**src/rtl/mem_arb_pkg.sv**
```systemverilog
// Shared types and constants for the memory port arbiter.
package mem_arb_pkg;

  localparam int REQ_IFETCH  = 0;
  localparam int REQ_DATA    = 1;

  // Requester ids are sized for the largest supported requester count (4),
  // so one id type serves every legal NUM_REQ.
  localparam int MAX_NUM_REQ = 4;
  localparam int ID_W        = $clog2(MAX_NUM_REQ);

  localparam int DEF_ADDR_W  = 32;
  localparam int DEF_DATA_W  = 32;

  typedef logic [ID_W-1:0] req_id_t;

  // One request beat at the default widths.
  typedef struct packed {
    logic [DEF_ADDR_W-1:0]   addr;
    logic                    write;
    logic [DEF_DATA_W-1:0]   wdata;
    logic [DEF_DATA_W/8-1:0] wstrb;
  } mem_req_t;

  // Round-robin successor of a requester id, wrapping at num_req.
  function automatic req_id_t next_id(req_id_t id, int num_req);
    if (int'(id) >= num_req - 1) return '0;
    return id + 1'b1;
  endfunction

endpackage

```
**src/rtl/mem_port_arbiter_fifo.sv**
```systemverilog
// Tag FIFO holding the requester id of every outstanding memory transaction.
module arb_tag_fifo #(
  parameter int DEPTH = 4,
  parameter int WIDTH = 2
) (
  input  logic                    clock,
  input  logic                    reset,
  input  logic                    push,
  input  logic [WIDTH-1:0]        push_data,
  input  logic                    pop,
  output logic [WIDTH-1:0]        pop_data,
  output logic                    full,
  output logic                    empty,
  output logic [$clog2(DEPTH):0]  count
);

  localparam int PTR_W = $clog2(DEPTH);

  logic [WIDTH-1:0] slot_q [DEPTH];
  logic [PTR_W-1:0] head_q, head_d;
  logic [PTR_W-1:0] tail_q, tail_d;
  logic [PTR_W:0]   count_q, count_d;
  logic             do_push, do_pop;

  assign full     = (count_q == (PTR_W+1)'(DEPTH));
  assign empty    = (count_q == '0);
  assign do_push  = push & ~full;
  assign do_pop   = pop & ~empty;
  assign pop_data = slot_q[head_q];
  assign count    = count_q;

  // Pointer and occupancy next-state; pointers wrap naturally (depth is a power of two).
  always_comb begin
    head_d  = head_q;
    tail_d  = tail_q;
    count_d = count_q;
    if (do_push) tail_d = tail_q + 1'b1;
    if (do_pop)  head_d = head_q + 1'b1;
    case ({do_push, do_pop})
      2'b10:   count_d = count_q + 1'b1;
      2'b01:   count_d = count_q - 1'b1;
      default: count_d = count_q;
    endcase
  end

  // Pointer and occupancy registers.
  always_ff @(posedge clock or negedge reset) begin
    if (!reset) begin
      head_q  <= '0;
      tail_q  <= '0;
      count_q <= '0;
    end else begin
      head_q  <= head_d;
      tail_q  <= tail_d;
      count_q <= count_d;
    end
  end

  // Id storage; contents are only meaningful between the pointers, so no reset.
  always_ff @(posedge clock) begin
    if (do_push) slot_q[tail_q] <= push_data;
  end

endmodule

```
**src/rtl/mem_port_arbiter.sv**
```systemverilog
// Round-robin arbiter sharing one memory port between NUM_REQ requesters,
// with in-order response routing through a tag FIFO.
module mem_port_arbiter
  import mem_arb_pkg::*;
#(
  parameter int NUM_REQ = 2,
  parameter int ADDR_W  = 32,
  parameter int DATA_W  = 32,
  parameter int MAX_OUT = 4
) (
  input  logic                          clock,
  input  logic                          reset,
  input  logic [NUM_REQ-1:0]            req_valid,
  output logic [NUM_REQ-1:0]            req_ready,
  input  logic [NUM_REQ*ADDR_W-1:0]     req_addr,
  input  logic [NUM_REQ-1:0]            req_write,
  input  logic [NUM_REQ*DATA_W-1:0]     req_wdata,
  input  logic [NUM_REQ*DATA_W/8-1:0]   req_wstrb,
  output logic                          mem_req_valid,
  input  logic                          mem_req_ready,
  output logic [ADDR_W-1:0]             mem_req_addr,
  output logic                          mem_req_write,
  output logic [DATA_W-1:0]             mem_req_wdata,
  output logic [DATA_W/8-1:0]           mem_req_wstrb,
  input  logic                          mem_rsp_valid,
  output logic                          mem_rsp_ready,
  input  logic [DATA_W-1:0]             mem_rsp_rdata,
  output logic [NUM_REQ-1:0]            rsp_valid,
  input  logic [NUM_REQ-1:0]            rsp_ready,
  output logic [DATA_W-1:0]             rsp_rdata,
  output logic [$clog2(MAX_OUT):0]      outstanding,
  output logic                          proto_err
);

  localparam int SW = DATA_W / 8;

  req_id_t rr_ptr_q, rr_ptr_d;
  req_id_t locked_id_q, locked_id_d;
  logic    lock_q, lock_d;
  logic    proto_err_q, proto_err_d;

  req_id_t grant;
  req_id_t head_id;
  logic    found;
  int      idx;
  logic    fifo_full, fifo_empty;
  logic    req_hs, rsp_hs;
  logic    head_ready;

  // Grant: hold the locked id while a request waits, otherwise first valid from rr_ptr upward.
  always_comb begin
    grant = rr_ptr_q;
    found = 1'b0;
    idx   = 0;
    if (lock_q) begin
      grant = locked_id_q;
    end else begin
      for (int k = 0; k < NUM_REQ; k++) begin
        idx = int'(rr_ptr_q) + k;
        if (idx >= NUM_REQ) idx = idx - NUM_REQ;
        for (int i = 0; i < NUM_REQ; i++) begin
          if (!found && (i == idx) && req_valid[i]) begin
            grant = req_id_t'(i);
            found = 1'b1;
          end
        end
      end
    end
  end

  // Request path: mux the granted requester onto the memory port; everything is held off in reset.
  always_comb begin
    mem_req_valid = reset & (|req_valid) & ~fifo_full;
    mem_req_addr  = '0;
    mem_req_write = 1'b0;
    mem_req_wdata = '0;
    mem_req_wstrb = '0;
    req_ready     = '0;
    for (int i = 0; i < NUM_REQ; i++) begin
      if (int'(grant) == i) begin
        mem_req_addr  = req_addr[i*ADDR_W +: ADDR_W];
        mem_req_write = req_write[i];
        mem_req_wdata = req_wdata[i*DATA_W +: DATA_W];
        mem_req_wstrb = req_wstrb[i*SW +: SW];
        req_ready[i]  = reset & mem_req_ready & ~fifo_full;
      end
    end
  end

  // Response path: steer the in-order response to the requester at the FIFO head.
  always_comb begin
    rsp_valid  = '0;
    head_ready = 1'b0;
    for (int i = 0; i < NUM_REQ; i++) begin
      if (int'(head_id) == i) begin
        rsp_valid[i] = reset & mem_rsp_valid & ~fifo_empty;
        head_ready   = rsp_ready[i];
      end
    end
    mem_rsp_ready = reset & head_ready & ~fifo_empty;
    rsp_rdata     = reset ? mem_rsp_rdata : '0;
  end

  assign req_hs    = mem_req_valid & mem_req_ready;
  assign rsp_hs    = mem_rsp_valid & mem_rsp_ready;
  assign proto_err = proto_err_q;

  // Round-robin pointer, grant lock and protocol-error next-state.
  always_comb begin
    rr_ptr_d    = rr_ptr_q;
    lock_d      = lock_q;
    locked_id_d = locked_id_q;
    proto_err_d = proto_err_q | (mem_rsp_valid & fifo_empty);
    if (req_hs) rr_ptr_d = next_id(grant, NUM_REQ);
    if (mem_req_valid && !mem_req_ready) begin
      lock_d      = 1'b1;
      locked_id_d = grant;
    end else if (req_hs) begin
      lock_d      = 1'b0;
    end
  end

  // Arbiter state registers.
  always_ff @(posedge clock or negedge reset) begin
    if (!reset) begin
      rr_ptr_q    <= '0;
      lock_q      <= 1'b0;
      locked_id_q <= '0;
      proto_err_q <= 1'b0;
    end else begin
      rr_ptr_q    <= rr_ptr_d;
      lock_q      <= lock_d;
      locked_id_q <= locked_id_d;
      proto_err_q <= proto_err_d;
    end
  end

  arb_tag_fifo #(
    .DEPTH (MAX_OUT),
    .WIDTH (ID_W)
  ) u_tag_fifo (
    .clock     (clock),
    .reset     (reset),
    .push      (req_hs),
    .push_data (grant),
    .pop       (rsp_hs),
    .pop_data  (head_id),
    .full      (fifo_full),
    .empty     (fifo_empty),
    .count     (outstanding)
  );

endmodule
```
**config.mk**
```make
export PLATFORM = sky130hd
export DESIGN_NAME = mem_port_arbiter
export DESIGN_NICKNAME = d
export VERILOG_FILES = /design/src/rtl/mem_arb_pkg.sv /design/src/rtl/mem_port_arbiter_fifo.sv /design/src/rtl/mem_port_arbiter.sv
export SDC_FILE = /design/constraint.sdc
export NUM_CORES = 1
export LEC_CHECK = 0
export ABC_AREA = 1
export BUFFER_PORTS_ARGS = -buffer_cell sky130_fd_sc_hd__buf_2
export CELL_PAD_IN_SITES_DETAIL_PLACEMENT = 0
export CELL_PAD_IN_SITES_GLOBAL_PLACEMENT = 2
export CORE_ASPECT_RATIO = 1.25
export CORE_MARGIN = 3
export CORE_UTILIZATION = 14
export CTS_BUF_LIST = sky130_fd_sc_hd__clkbuf_8
export CTS_CLUSTER_DIAMETER = 200
export DETAILED_ROUTE_END_ITERATION = 12
export PLACE_DENSITY_LB_ADDON = 0.1
export SYNTH_ARGS = -nofsm -noshare
export SYNTH_HDL_FRONTEND = slang
export SYNTH_SLANG_ARGS = --single-unit
```
**constraint.sdc**
```tcl
create_clock -name clock -period 3 [get_ports clock]
set_input_delay 0.3 -clock clock [delete_from_list [all_inputs] [get_ports clock]]
set_output_delay 0.3 -clock clock [all_outputs]
set_load 0.01 [all_outputs]
```
Word-level counts from Yosys, hierarchy flattened. Memories as Yosys holds them, arrays and structs flattened. Cells that the tools add are included.

Bitwise operators: 16. Add/sub/neg operators: 8. Order comparisons: 3. Equal/unequal tests: 7. Reductions and logical operators: 20. Mux-type cells: 39.

Operators with widths (number): $mux 32 (9); $eq 2x32->1 const A (2); $logic_not 32->1 (2); $mux 1 (20); $mux 2 (7); $and 1x1->1 (13); $logic_and 1x1->1 (8); $mux 4 (2); $add 2x1->2 const B (3); $eq 2x2->1 const B (3); $pmux 3 s2 (1); $logic_not 1->1 (4); $logic_not 2->1 (2); $reduce_bool 2->1 (2); $sub 3x2->4 const B (1); $add 2x1->3 const B (1); $add 3x1->3 const B (1); $eq 3x3->1 const B (1); $ge 3x2->1 const B (1); $logic_not 3->1 (1); $sub 2x2->3 const B (1); $sub 3x1->3 const B (1); $eq 2x1->1 const B (1); $ge 2x1->1 const B (1); other kinds (4) (5).

Output and inout port bits: 111. Bits of input ports: 178. Memories: 1. Memory bits (writable): 8. Register bits after elaboration: 13. Word-level logic and storage cells: 101.

Memories: u_tag_fifo.slot_q (depth 4, width 2, rd ports 1, clocked after memory_dff 0, wr ports 1, line mem_port_arbiter_fifo.sv:19) `logic [WIDTH-1:0] slot_q [DEPTH];`.

Logic depth before layout (Yosys ltp). Gate-level depths: netlist of run 1.

Depth in word-level cells: 26. Depth in mapped cells: 15.

By module. Synthesis of run 1 repeated with hierarchy kept, for this count alone.

Cells, all modules: 447. Area, all modules: 2487.4 sq um.

By module, submodules not included: mem_port_arbiter (cells an instance 363, area each 1692.9 sq um, times used 1); arb_tag_fifo (cells an instance 84, area each 794.5 sq um, times used 1).

Least setup slack after synthesis of run 1. Ideal clock, no wire load.

Kind: reg2out. Start point: register rr_ptr_q[1]. End point: output mem_req_addr[12]. Arrival: 1.772 ns. Path buffers: 2. Cell stages (with the launch flop): 11. Path slack: 0.928 ns. Cell sequence: dfrtp_1 nor3_1 o21ai_0 o21ai_0 inv_1 ha_1 buf_2 inv_2 clkbuf_1 nand3_1 nand2_1.

Cells in the longest elaborated chain, start to end: 25. Elaborated cells on any way between the ends: 38. Classes of those cells: add/sub (3); order compare (2); eq/ne (3); mux (17); reduce/logical (13).

Ends and longest elaborated chain: from (decl) (line mem_port_arbiter.sv:37) `req_id_t rr_ptr_q, rr_ptr_d;`; from (signal assigned) (line mem_port_arbiter.sv:131) `rr_ptr_q <= rr_ptr_d;`; $sub 2x2->3 or $ge 2x2->1 (tied branches) (line mem_port_arbiter.sv:60) `if (idx >= NUM_REQ) idx = idx - NUM_REQ;`; $mux 32 (line mem_port_arbiter.sv:60); $mux 32 (line mem_port_arbiter.sv:55) `if (lock_q) begin`; $logic_not 32->1 (line mem_port_arbiter.sv:62) `if (!found && (i == idx) && req_valid[i]) begin`; $logic_and 1x1->1 (line mem_port_arbiter.sv:62); $mux 1 (line mem_port_arbiter.sv:62); $mux 1 (line mem_port_arbiter.sv:55); $logic_not 1->1 (line mem_port_arbiter.sv:62); (+9 left out); $logic_not 1->1 (line mem_port_arbiter.sv:62); $logic_and 1x1->1 (2 in a row) (line mem_port_arbiter.sv:62); $mux 2 (*) (line mem_port_arbiter.sv:62); $mux 2 (*) (line mem_port_arbiter.sv:55); via grant[0] (line mem_port_arbiter.sv:42) `req_id_t grant;`; $logic_not 2->1 (line mem_port_arbiter.sv:80) `if (int'(grant) == i) begin`; $mux 32 (line mem_port_arbiter.sv:80); $mux 32 (*) (line mem_port_arbiter.sv:80); to (decl) (line mem_port_arbiter.sv:21) `output logic [ADDR_W-1:0] mem_req_addr,`.

The timed path passes the listed nets; every way through them passes the cells marked *. The select of a mux whose other input is x is not followed.

Worst setup path after layout of run 1.
Start point: register lock_q. End point: output mem_req_addr[28].

Cells in the longest elaborated chain, start to end: 4. Elaborated cells on any way between the ends: 5. Classes of those cells: eq/ne (1); mux (3); reduce/logical (1).

Ends and longest elaborated chain: from (decl) (line mem_port_arbiter.sv:39) `logic lock_q, lock_d;`; from (signal assigned) (line mem_port_arbiter.sv:132) `lock_q <= lock_d;`; $mux 2 (*) (line mem_port_arbiter.sv:55); via grant[1] (line mem_port_arbiter.sv:42); $logic_not 2->1 (line mem_port_arbiter.sv:80); $mux 32 (line mem_port_arbiter.sv:80); $mux 32 (*) (line mem_port_arbiter.sv:80).

The timed path passes the listed nets; every way through them passes the cells marked *.

==> run summary, run 1 <==
Counting cells, the worst reg-to-reg path comes to 15. The initial core utilization is 0.143. After synthesis, the largest family of logic cells by area is simple AND/OR/NAND/NOR gates. Once the clock tree was built, the resizer swapped 0 gates to a different size. The most critical setup path has its startpoint at lock_q$_DFFE_PN0P_. The number of nets produced by synthesis is 623.

Dividing the detail-routed via count by the number of cells gives 3.87. The hold violation total from the final report came to 0. The width of the die is 124 µm. Of the cells placed in the final design, the portion with a size suffix greater than 1 is 0.444. The post-detailed-route DRC marker count is 0. In this run the critical register-to-register path is launched from u_tag_fifo.head_q[0]$_DFFE_PN0P_. Of the total synthesized cell area, the portion taken by full adders, half adders and majority gates is 0.0495. The netlist area before placement is 2430 µm². The maximum achievable frequency came out at 379 MHz. Dividing the final minimum period by the clock period gives 0.878. After technology mapping, the gate count stands at 436. The average footprint of a synthesized cell is 5.56 µm².

The synthesized design contains 21 register bits. The worst slack on hold paths came out at 0.294 ns. The number of global-route vias before repair came out at 3516. The final standard cell utilization of the core is 0.248. The aggregate negative setup slack is 0 ns. The number of buffer and inverter instances along the worst setup path came out at 5. The setup path with the least slack is of type reg -> out. The detail route stage leaves a number of antenna-violating nets equal to 0. The most frequent standard cell in the layout excluding fill and tap cells is buf_2.

The CTS tree is built. The worst slew margin relative to its limit came out at 0.690. The die covers 19000 µm².

The signed area change from the synthesized netlist to the final layout is 72.7%. Among cell families on the critical path, the largest total delay comes from buffers and inverters. The critical path ends at mem_req_addr[28].

Of the total synthesized cell area, the portion taken by XOR and XNOR cells is 0.0108. For this design the top-level I/O count stands at 289. The initial antenna violation count came out at 2.

The maximum count of clock buffers along a single path came out at 2. Setup repair after global routing left no endpoint under its margin. The HPWL reported at the end of detailed placement is 10300 µm. The minimum clock period after layout came out at 2.64 ns. Setup violations remaining at the end of the flow were counted as 0.

The largest net degree at the start of global routing came out at 71. The total power per unit cell area is 994 nW/µm². The worst reg2reg path endpoint is u_tag_fifo.count[2]$_DFFE_PN0P_. After clock tree synthesis, the clock-pin slew on the worst setup and hold paths is 0.08 ns. The final layout contains 895 nets. The run finished with clean final reports.

The worst setup path is launched from a flop. After the first detailed-routing iteration, the DRC count stood at 106. The data required time at the worst endpoint came out at 2.70 ns.

Clock tree synthesis selected as its root buffer the cell clkbuf_8. The die outline height came out at 153 µm. The type of the most critical hold path is in -> reg. The overall routing resource usage is 0.123. Of the synthesized area, sequential elements account for 0.233.

The area of all placed cells without fillers is 4190 µm². The worst setup path is captured at a primary output. The leakage component of the power came out at 0.00277 µW. The slew of the pin with the lowest slew margin is 0.460 ns. The final number of max-transition violations is 0. Summed over all layers, the routed wires come to 12400 µm. The total vias in the final route came out at 3595. Along the worst path, the maximum fanout reaches 36.

The clock latency on the worst-skew pair came out at 0.26 ns. The total clock sinks came out at 21. The first global-routing pass estimated 18400 µm of wire.

Traced cell by cell, the critical path runs through inv_1 -> nand3_1 -> o22ai_1 -> inv_1 -> ha_2 -> inv_2 -> buf_12 -> nand3_1 -> nand2_1 -> buf_2. The arrival time of the worst setup path came out at 2.34 ns. The overall power consumption is 4170 µW.

The register-to-register setup slack is 0.72 ns. After detailed routing, the average wire length per cell comes to 13.4 µm. The area after detailed placement is 4130 µm². The number of clock buffers added by TritonCTS is 3.

The cell type of the slowest stage on the worst timing path is dfrtp_1. The worst-case IR drop observed on VDD is 461 µV. For this run, the number of Yosys warnings is 0. The netlist uses 27 different library cells. The multiplexer fraction of the synthesized cell area is 0. For this run the aggregate overflow at the end of global routing stands at 0. The stage delay of the slowest cell on the critical path is 0.38 ns. The post-synthesis simple-gate area fraction came out at 0.533. The critical path depth came out at 10.

Leaving out fill and tap cells, the most frequent cells in the layout are buf_2, nand2_1, nand3_1. The number of cell rows came out at 53. In this run the number of H-tree levels came out at 1. The number of detailed-routing iterations run before antenna repair came out at 4. The total core area came out at 16900 µm².

The compound-gate portion of the synthesized area is 0.0340. The worst clock skew on the final layout came out at 0.00119 ns. The count of buffers inserted at the top-level ports is 288. Routability-driven placement finished with a final weighted congestion of 0.820. Max-cap violations in this run came to 0.
==> power breakdown <==
group	switching (µW)	total (µW)	internal [µW]	leakage, µW
clock network	96.6	189	92.6	0.0000255
registers	77.8	484	406	0.000231
logic	2210	3490	1280	0.00252
total	2380	4170	1780	0.00277
==> cell usage after synthesis <==
master	count	area, µm²
nand2_1	198	743
nand3_1	80	400
inv_1	59	221
clkbuf_1	20	75.1
dfrtp_1	13	325
nor2_1	10	37.5
o21ai_0	9	45.0
edfxtp_1	8	240
ha_1	8	100
buf_2	4	20.0
buf_1	3	11.3
inv_2	3	11.3
nand2_2	3	18.8
nand3_2	3	30.0
nand2_4	2	22.5
xor2_1	2	17.5
a21oi_1	1	5.00
a31oi_1	1	6.26
fa_1	1	20.0
nand3_4	1	17.5
nor2_2	1	6.26
nor2_4	1	11.3
nor3_1	1	5.00
o211ai_2	1	12.5
o21bai_1	1	7.51
o22ai_1	1	6.26
xnor2_1	1	8.76
==> how the worst min path moves through the flow <==
stage                        from  slack [ns]  cells past startpoint                                to
floorplan                   reset       0.004                      0                lock_q$_DFFE_PN0P_
global placement            reset        0.14                      1  u_tag_fifo.head_q[0]$_DFFE_PN0P_
detailed placement          reset        0.14                      1  u_tag_fifo.head_q[0]$_DFFE_PN0P_
CTS                 mem_rsp_valid        0.28                      3               proto_err$_DFF_PN0_
global route        mem_rsp_valid        0.30                      3               proto_err$_DFF_PN0_
finish              mem_rsp_valid        0.29                      3               proto_err$_DFF_PN0_
==> through the flow <==
step,setup slack [ns],cells
5_1_grt,0.107,929
3_3_place_gp,0.551,922
2_1_floorplan,0.928,436
3_5_place_dp,0.575,922
4_1_cts,0.322,927
6_report,0.365,929
==> cell families (layout without fill, tap and decap cells) <==
kind of cell               after synthesis  after routing
and+or+nand+nor                        300            300
AOI/OAI and AO/OA                       14             14
buffers and inverters                   89            360
DFF                                     21             21
adders and majority gates                9              9
other                                    0              2
xor gates and xnor gates                 3              3
==> cell type report <==
cell class / count / area (µm²)
multi-input combinational: 326 / 1530
tap: 220 / 275
inverter: 62 / 233
sequential: 21 / 566
clock inverter: 1 / 5.00
timing repair buffer: 294 / 1540
clock buffer: 3 / 41.3
antenna: 2 / 5.00
fill: 1998 / 12700
==> flip-flops by register name (all words and copies together), names as in the netlist <==
register / cells
lock_q: 1
locked_id_q: 2
proto_err: 1
rr_ptr_q: 2
u_tag_fifo.count: 3
u_tag_fifo.head_q: 2
u_tag_fifo.slot_q: 8
u_tag_fifo.tail_q: 2
==> repair_timing <==
| action | 4_1_cts | 5_1_grt |
|---|---|---|
| endpoints found under the hold margin | 3 | 0 |
| buffers inserted | 0 | 0 |
| setup endpoints to repair | 0 | 0 |
| hold buffers | 1 | 0 |
==> layer usage <==
metal / vias up / global-route usage / routed length, µm
met5: - / 0 / 0
met4: 0 / 0.0433 / 328
met3: 18 / 0.0322 / 1140
met2: 181 / 0.235 / 6640
met1: 1519 / 0.124 / 4300
li1: 1877 / - / -
==> worst reg2reg max path: stages (launching register included) <==
cell and delay (ns):
dfrtp_1 0.46, inv_2 0.15, nand2_2 0.07, nand2_1 0.06, nand2_1 0.06, nand2_2 0.09
nand3_4 0.07, nand2_4 0.10, nand2_2 0.07, inv_1 0.05, ha_1 0.13, inv_1 0.06
fa_1 0.38, a21oi_1 0.14, o21ai_0 0.12, xor2_1 0.16
(Power assumes the default switching activity.)
==> run 2: changes to the inputs <==
--- a/config.mk
+++ b/config.mk
@@ -10,7 +10,6 @@
 export CELL_PAD_IN_SITES_DETAIL_PLACEMENT = 0
 export CELL_PAD_IN_SITES_GLOBAL_PLACEMENT = 2
 export CORE_ASPECT_RATIO = 1.25
-export CORE_MARGIN = 3
 export CORE_UTILIZATION = 14
 export CTS_BUF_LIST = sky130_fd_sc_hd__clkbuf_8
 export CTS_CLUSTER_DIAMETER = 200
==> run 2 against run 1 <==
Compared with the run above:
- clock skew increased by 0.0043 ns
- routed wire length fell by 1.7%
- final area is 0.39% lower
- non-clock buffer count is 2 higher
- hold slack about the same
- critical endpoint is now mem_req_addr[13]
- combinational power barely moved
- fmax down 1.8%
- sequential cell count unchanged
- setup slack got worse by 0.047 ns
- largest cell class unchanged
- total power hardly changed
==> run summary, run 2 (same netlist as run 1, synthesis figures left out) <==
The arrival time of the worst setup path is 2.38 ns (+0.04 ns). The data required time at the worst endpoint was 2.70 ns (about the same). In the layout the commonest cells are buf_2, nand2_1, nand3_1. The internal power came out at 1760 µW (-1.4%). The final period utilization is 0.894 (+0.0157). The number of antenna diodes is 0 (-2). The worst clock skew on the final layout is 0.00545 ns (+0.00426 ns). The worst hold path begins at mem_rsp_valid. Leaving out fill and tap cells, the most frequent cell in the layout is buf_2.

Setup repair after global routing left no endpoint under its margin. The number of flip-flops in the largest register came to 8 (unchanged). The largest net degree at the start of global routing is 71 (unchanged). The number of cells on the worst reg-to-reg path came out at 14 (-1). The clock latency on the worst-skew pair is 0.26 ns (about the same). The hold violation total from the final report came out at 0 (unchanged). The total power per unit cell area came out at 997 nW/µm² (+0.29%). The clock power share is 0.043 (-0.002).

The kind of end point of the critical path is a primary output. The maximum vdd ir drop came out at 775 µV (+68%). The flow ran to the end, and the final reports show no timing, DRC or antenna violations. The worst slew margin relative to its limit came out at 0.690 (about the same). The maximum achievable frequency came out at 373 MHz (-1.8%). The combined area of the multi-input logic cells was 1530 µm² (unchanged). TritonCTS built the clock tree. The worst hold path terminates at proto_err$_DFF_PN0_. The total clock sinks was 21 (unchanged). The ratio of cells with drive above 1 in the final layout is 0.444 (about the same). The total core area is 16900 µm² (unchanged).

The net switching power of the design is 2410 µW (+0.87%). The maximum count of clock buffers along a single path is 2 (unchanged). The I/O pin count came out at 289 (unchanged). The count of cells along the worst hold path is 3 (unchanged). The final-stage net count is 897 (+0.22%).

The setup fix buffers added after clock tree synthesis is 0 (unchanged). The number of max-cap violations is 0 (unchanged). The detail-routed via count per cell came out at 3.87 (about the same). The clock-pin slew reported for the worst setup and hold paths after clock tree synthesis was 0.08 ns (about the same). The HPWL reported at the end of detailed placement is 10000 µm (-2.8%). The initial antenna violation count is 0 (-2).

The register-to-register setup slack is 0.76 ns (+0.04 ns). The slew of the pin with the lowest slew margin is 0.460 ns (+0.000100 ns). The width of the die came to 120 µm (-3.2%).

The wire length of the first global-routing pass came out at 17800 µm (-3.1%). The biggest fanout along the worst timing path is 70 (+94%). The final number of max-transition violations was 0 (unchanged). The violation count after the first detailed-route iteration was 125 (+18%). The combinational share of power came out at 0.840 (+0.002). The post-detailed-route wirelength per cell came out at 13.1 µm (-1.7%). The final wirelength came out at 12200 µm (-1.7%). The final-report setup violation count is 0 (unchanged). The final global-route overflow total is 0 (unchanged).

The number of H-tree levels came out at 1 (unchanged). The number of detailed-routing iterations run before antenna repair came to 4 (unchanged). The post-detailed-route DRC marker count is 0 (unchanged). The register with the most flip-flops in the final layout is u_tag_fifo.slot_q.

The die area is 17900 µm² (-5.8%). The minimum clock period after layout is 2.68 ns (+0.0471 ns). The endpoint identified for the worst register-to-register timing path is u_tag_fifo.count[2]$_DFFE_PN0P_. The startpoint identified for the worst register-to-register timing path is u_tag_fifo.head_q[0]$_DFFE_PN0P_. The tightest min-delay check is of the in -> reg type. The leakage component of the power came out at 0.00277 µW (about the same). The tree is rooted in a clkbuf_8.

The initial core utilization is 0.143 (unchanged). The area growth from synthesis to layout is 72.0%. The critical path in this run is classified as reg -> out. The die outline height came to 149 µm (-2.6%). The count of buffers inserted at the top-level ports came to 288 (unchanged). The aggregate negative setup slack was 0 ns (unchanged). The register cell area after layout came out at 566 µm² (unchanged).

The post-CTS resize count is 0 (unchanged). The total vias in the final route is 3592 (-0.083%). The worst setup path is launched from a flop. The area of all placed cells without fillers is 4170 µm² (-0.39%). The count of antenna-violating nets left after detailed routing came to 0 (unchanged).

The placer congestion estimate came out at 0.812 (-0.96%). The switching share of total power came out at 0.578 (+0.00557). The overall routing resource usage came out at 0.128 (+0.00493). The final-layout fill cell count is 1978 (-1.0%). The number of global-route vias before repair is 3374 (-4.0%).

The number of cell rows is 53 (unchanged). The total CTS buffers came to 3 (unchanged). The share of total power in sequential cells is 0.116 (about the same). The area after detailed placement came out at 4120 µm² (-0.24%).
[run 2: cell types whose count changed in the layout (fill, tap and decap cells not counted)]
cell      previous run  this run
inv_1               59        60
clkinv_2             1         0
buf_12               4         2
diode_2              2         0
buf_4                1         5
[run 2: how the worst max path moves through the flow]
stage | start | end | slack, ns
3_3_place_gp | req_valid[1] | req_ready[0] | 0.56
6_report | lock_q$_DFFE_PN0P_ | mem_req_addr[13] | 0.32
3_5_place_dp | req_valid[0] | req_ready[0] | 0.51
2_1_floorplan | rr_ptr_q[1]$_DFFE_PN0P_ | mem_req_addr[12] | 0.93
5_1_grt | lock_q$_DFFE_PN0P_ | mem_req_addr[0] | 0.03
4_1_cts | lock_q$_DFFE_PN0P_ | mem_req_addr[0] | 0.25
[run 2: layout make-up]
type | instances | area share
timing repair buffer | 296 | 0.366
inverter | 62 | 0.0558
multi-input combinational | 326 | 0.366
tap | 220 | 0.0659
clock buffer | 3 | 0.00989
clock inverter | 1 | 0.000899
sequential | 21 | 0.135
[run 2: worst max-delay path, stage by stage (launching register included)]
cell,delay [ns]
dfrtp_1,0.39
inv_1,0.12
nand3_1,0.09
o22ai_1,0.35
inv_1,0.20
ha_2,0.24
inv_2,0.07
buf_12,0.25
nand3_1,0.11
nand2_1,0.11
buf_2,0.14
[run 2: power groups by stage]
stage / clock, µW / combinational, µW / sequential, µW
after floorplan: 0 / 2080 / 484
after global placement: 0 / 3630 / 488
after detailed placement: 0 / 3580 / 491
after CTS: 188 / 3600 / 485
after global routing: 200 / 3960 / 497
final: 181 / 3500 / 483
[run 2: what timing repair did]
| action | 4_1_cts | 5_1_grt |
|---|---|---|
| hold endpoints to repair | 5 | 0 |
| hold buffers | 1 | 0 |
| setup endpoints to repair | 0 | 0 |
[run 2: through the flow]
stage	worst slack [ns]	instances	power, µW	utilization	hold WS (ns)
after floorplan	0.928	436	2560	-	0.00441
after global placement	0.558	924	4120	0.244	0.170
after detailed placement	0.509	924	4070	0.244	0.172
after CTS	0.253	929	4270	0.247	0.289
after global routing	0.0332	929	4650	0.247	0.290
final	0.318	929	4160	0.247	0.294
[run 2: routing by layer]
metal / part of all wire / routed length, µm / vias up / GRT usage
met1: 0.37 / 4490 / 1532 / 0.133
met4: 0.0052 / 64 / 0 / 0.0188
met5: 0 / 0 / - / 0
met2: 0.55 / 6700 / 174 / 0.260
met3: 0.077 / 943 / 5 / 0.0271
li1: - / - / 1881 / -
==> run 3: changes to the inputs <==
--- a/config.mk
+++ b/config.mk
@@ -14,7 +14,7 @@
 export CTS_BUF_LIST = sky130_fd_sc_hd__clkbuf_8
 export CTS_CLUSTER_DIAMETER = 200
 export DETAILED_ROUTE_END_ITERATION = 12
-export PLACE_DENSITY_LB_ADDON = 0.1
+export PLACE_DENSITY_LB_ADDON = 0.08
 export SYNTH_ARGS = -nofsm -noshare
 export SYNTH_HDL_FRONTEND = slang
 export SYNTH_SLANG_ARGS = --single-unit
==> run 3 against run 2 <==
Compared with the run above:
- total power up 0.29%
- largest cell class unchanged
- clock-buffer cell count did not move
- fmax grew 2.3%
- die area stayed put
- global-route usage decreased by 0.45 points
==> run summary, run 3 (same netlist as run 1, synthesis figures left out) <==
The run finished with clean final reports. The fraction of met1 tracks used by global routing is 0.123 (-0.00990). The number of global-route vias before repair is 3340 (-1.0%). The ratio of cells with drive above 1 in the final layout came out at 0.445 (+0.000783). Leaving out fill and tap cells, the most frequent cell in the layout is buf_2. The final-layout fill cell count came out at 1948 (-1.5%). The count of buffers inserted at the top-level ports came out at 288 (unchanged). The detail-routed via count per cell came to 3.93 (+1.6%).

The final-report setup violation count is 0 (unchanged). The maximum vdd ir drop came out at 486 µV (-37%). The signed area change from the synthesized netlist to the final layout came out at 73.2%. The final wirelength came to 11900 µm (-2.6%).

The clock latency on the worst-skew pair came out at 0.26 ns (about the same). The final period utilization was 0.874 (-0.0198). The slew of the pin with the lowest slew margin is 0.464 ns (+0.00420 ns). The biggest fanout along the worst timing path came out at 23 (-67%). The overall power consumption came out at 4170 µW (+0.29%). The worst slew margin relative to its limit came to 0.691 (about the same). The area of all placed cells without fillers came to 4200 µm² (+0.66%).

The number of hold buffers added after cts was 1 (unchanged). The total core area came out at 16900 µm² (unchanged). The maximum achievable frequency is 381 MHz (+2.3%). The number of cell rows is 53 (unchanged). The met3 track demand over resource in global routing came out at 0.0245 (-0.00268). The largest net degree at the start of global routing is 70 (-1.4%). The area after detailed placement came to 4140 µm² (+0.49%). The aggregate negative setup slack came to 0 ns (unchanged). The post-detailed-route DRC marker count came to 0 (unchanged). The type of the most critical hold path is in -> reg. The total power per unit cell area is 993 nW/µm² (-0.37%). STA classifies the critical path endpoint as a primary output. The total CTS buffers was 3 (unchanged). The number of H-tree levels is 1 (unchanged). The maximum count of clock buffers along a single path was 2 (unchanged). Setup repair after global routing left no endpoint under its margin. The top cell types in the final layout, fill and taps aside, are buf_2, nand2_1, nand3_1.

The setup fix buffers added after clock tree synthesis is 0 (unchanged). The final-stage net count came out at 898 (+0.11%). The overall routing resource usage was 0.123 (-0.00451). The violation count after the first detailed-route iteration is 104 (-17%). The most crowded layer after global routing is met2. The worst slack on hold paths came to 0.285 ns (-0.00860 ns). The number of buffer and inverter instances along the worst setup path was 4 (-1). The post-CTS resize count is 0 (unchanged). The final standard cell utilization of the core is 0.248 (+0.00163).

The kind of cell adding the most delay to the critical path is buffers and inverters. STA classifies the critical path startpoint as a flop. The data required time at the worst endpoint is 2.70 ns (about the same). The post-detailed-route wirelength per cell is 12.7 µm (-3.0%). The number of detailed-routing iterations run before antenna repair came out at 4 (unchanged). TritonCTS built the clock tree.

The hold violation total from the final report was 0 (unchanged). The total clock sinks was 21 (unchanged). The total vias in the final route is 3664 (+2.0%).

Traced cell by cell, the critical path runs through nor3_1 -> o21ai_0 -> o21ai_0 -> inv_1 -> ha_2 -> inv_2 -> buf_12 -> nand3_1 -> nand2_1 -> buf_2. The final global-route overflow total is 0 (unchanged). The wire length of the first global-routing pass is 17200 µm (-3.5%).

The placer congestion estimate came out at 0.785 (-3.4%). The stage delay of the slowest cell on the critical path was 0.40 ns (about the same). The initial core utilization came out at 0.143 (unchanged). The clock-pin slew reported for the worst setup and hold paths after clock tree synthesis is 0.08 ns (about the same). The leakage component of the power came to 0.00278 µW (+0.36%).

The die outline height is 149 µm (unchanged). The register bank with the most flops is u_tag_fifo.slot_q. The HPWL reported at the end of detailed placement is 9930 µm (-0.90%). The width of the die came out at 120 µm (unchanged). The cell type of the slowest stage on the worst timing path is dfrtp_1.

The I/O pin count came out at 289 (unchanged). The cell that appears most often on the critical path is o21ai_0. The cell at the root of the clock tree is clkbuf_8. The arrival time of the worst setup path is 2.32 ns (-0.06 ns). The final number of max-transition violations is 0 (unchanged). The minimum clock period after layout came out at 2.62 ns (-0.0595 ns). The number of max-cap violations is 0 (unchanged). The initial antenna violation count is 5 (+5). The number of flip-flops in the largest register is 8 (unchanged). The count of antenna-violating nets left after detailed routing came to 0 (unchanged).

The worst clock skew on the final layout was 0.00314 ns (-0.00231 ns). The die area came out at 17900 µm² (unchanged). The critical path in this run is classified as reg -> out.

The global-route met2 utilization came out at 0.248 (-0.0121).
==> run 3: cell count changes in the layout (fill, tap and decap cells not counted) <==
| cell | change |
|---|---|
| diode_2 | +3 |
| buf_12 | +1 |
==> run 3: layer usage <==
layer / vias up / routed length (µm)
li1: 1886 / -
met1: 1564 / 4130
met2: 189 / 6550
met3: 21 / 870
met4: 4 / 310
met5: - / 23
==> run 3: per-stage QoR <==
stage | cells | worst slack (ns)
5_1_grt | 933 | 0.0842
2_1_floorplan | 436 | 0.928
3_5_place_dp | 925 | 0.526
6_report | 933 | 0.377
4_1_cts | 930 | 0.317
3_3_place_gp | 925 | 0.545
==> run 3: tightest hold or removal path, stage by stage <==
cell,delay (ns)
buf_2,0.11
inv_1,0.04
o21bai_1,0.06
==> run 3: worst paths after layout <==
check | to | cells after the start | from | slack (ns)
max in group asynchronous | lock_q$_DFFE_PN0P_ | 3 | reset | 1.91
worst min-delay path | proto_err$_DFF_PN0_ | 3 | mem_rsp_valid | 0.29
min in group asynchronous | u_tag_fifo.head_q[0]$_DFFE_PN0P_ | 2 | reset | 0.42
worst max register to register | u_tag_fifo.count[2]$_DFFE_PN0P_ | 15 | u_tag_fifo.head_q[0]$_DFFE_PN0P_ | 0.76
worst max-delay path | mem_req_addr[12] | 10 | rr_ptr_q[1]$_DFFE_PN0P_ | 0.38
worst min register to register | proto_err$_DFF_PN0_ | 1 | proto_err$_DFF_PN0_ | 0.48
==> run 3: where the power goes <==
group          leakage (µW)  internal [µW]  switching [µW]  total (µW)
combinational       0.00253           1280            2220        3500
clock             0.0000269           91.4            98.0         189
sequential         0.000231            406            78.7         485
total               0.00278           1780            2400        4170
==> run 3: area by class of cell <==
cell class | instances | area (µm²) | share of cell area
flip-flops and latches | 21 | 566 | 0.135
well taps | 220 | 275 | 0.0655
multi-input cells | 326 | 1530 | 0.363
inverters | 62 | 233 | 0.0554
diodes | 3 | 7.51 | 0.00179
clock inverters | 1 | 3.75 | 0.000893
clock buffers | 3 | 41.3 | 0.00983
repair buffers | 297 | 1550 | 0.369
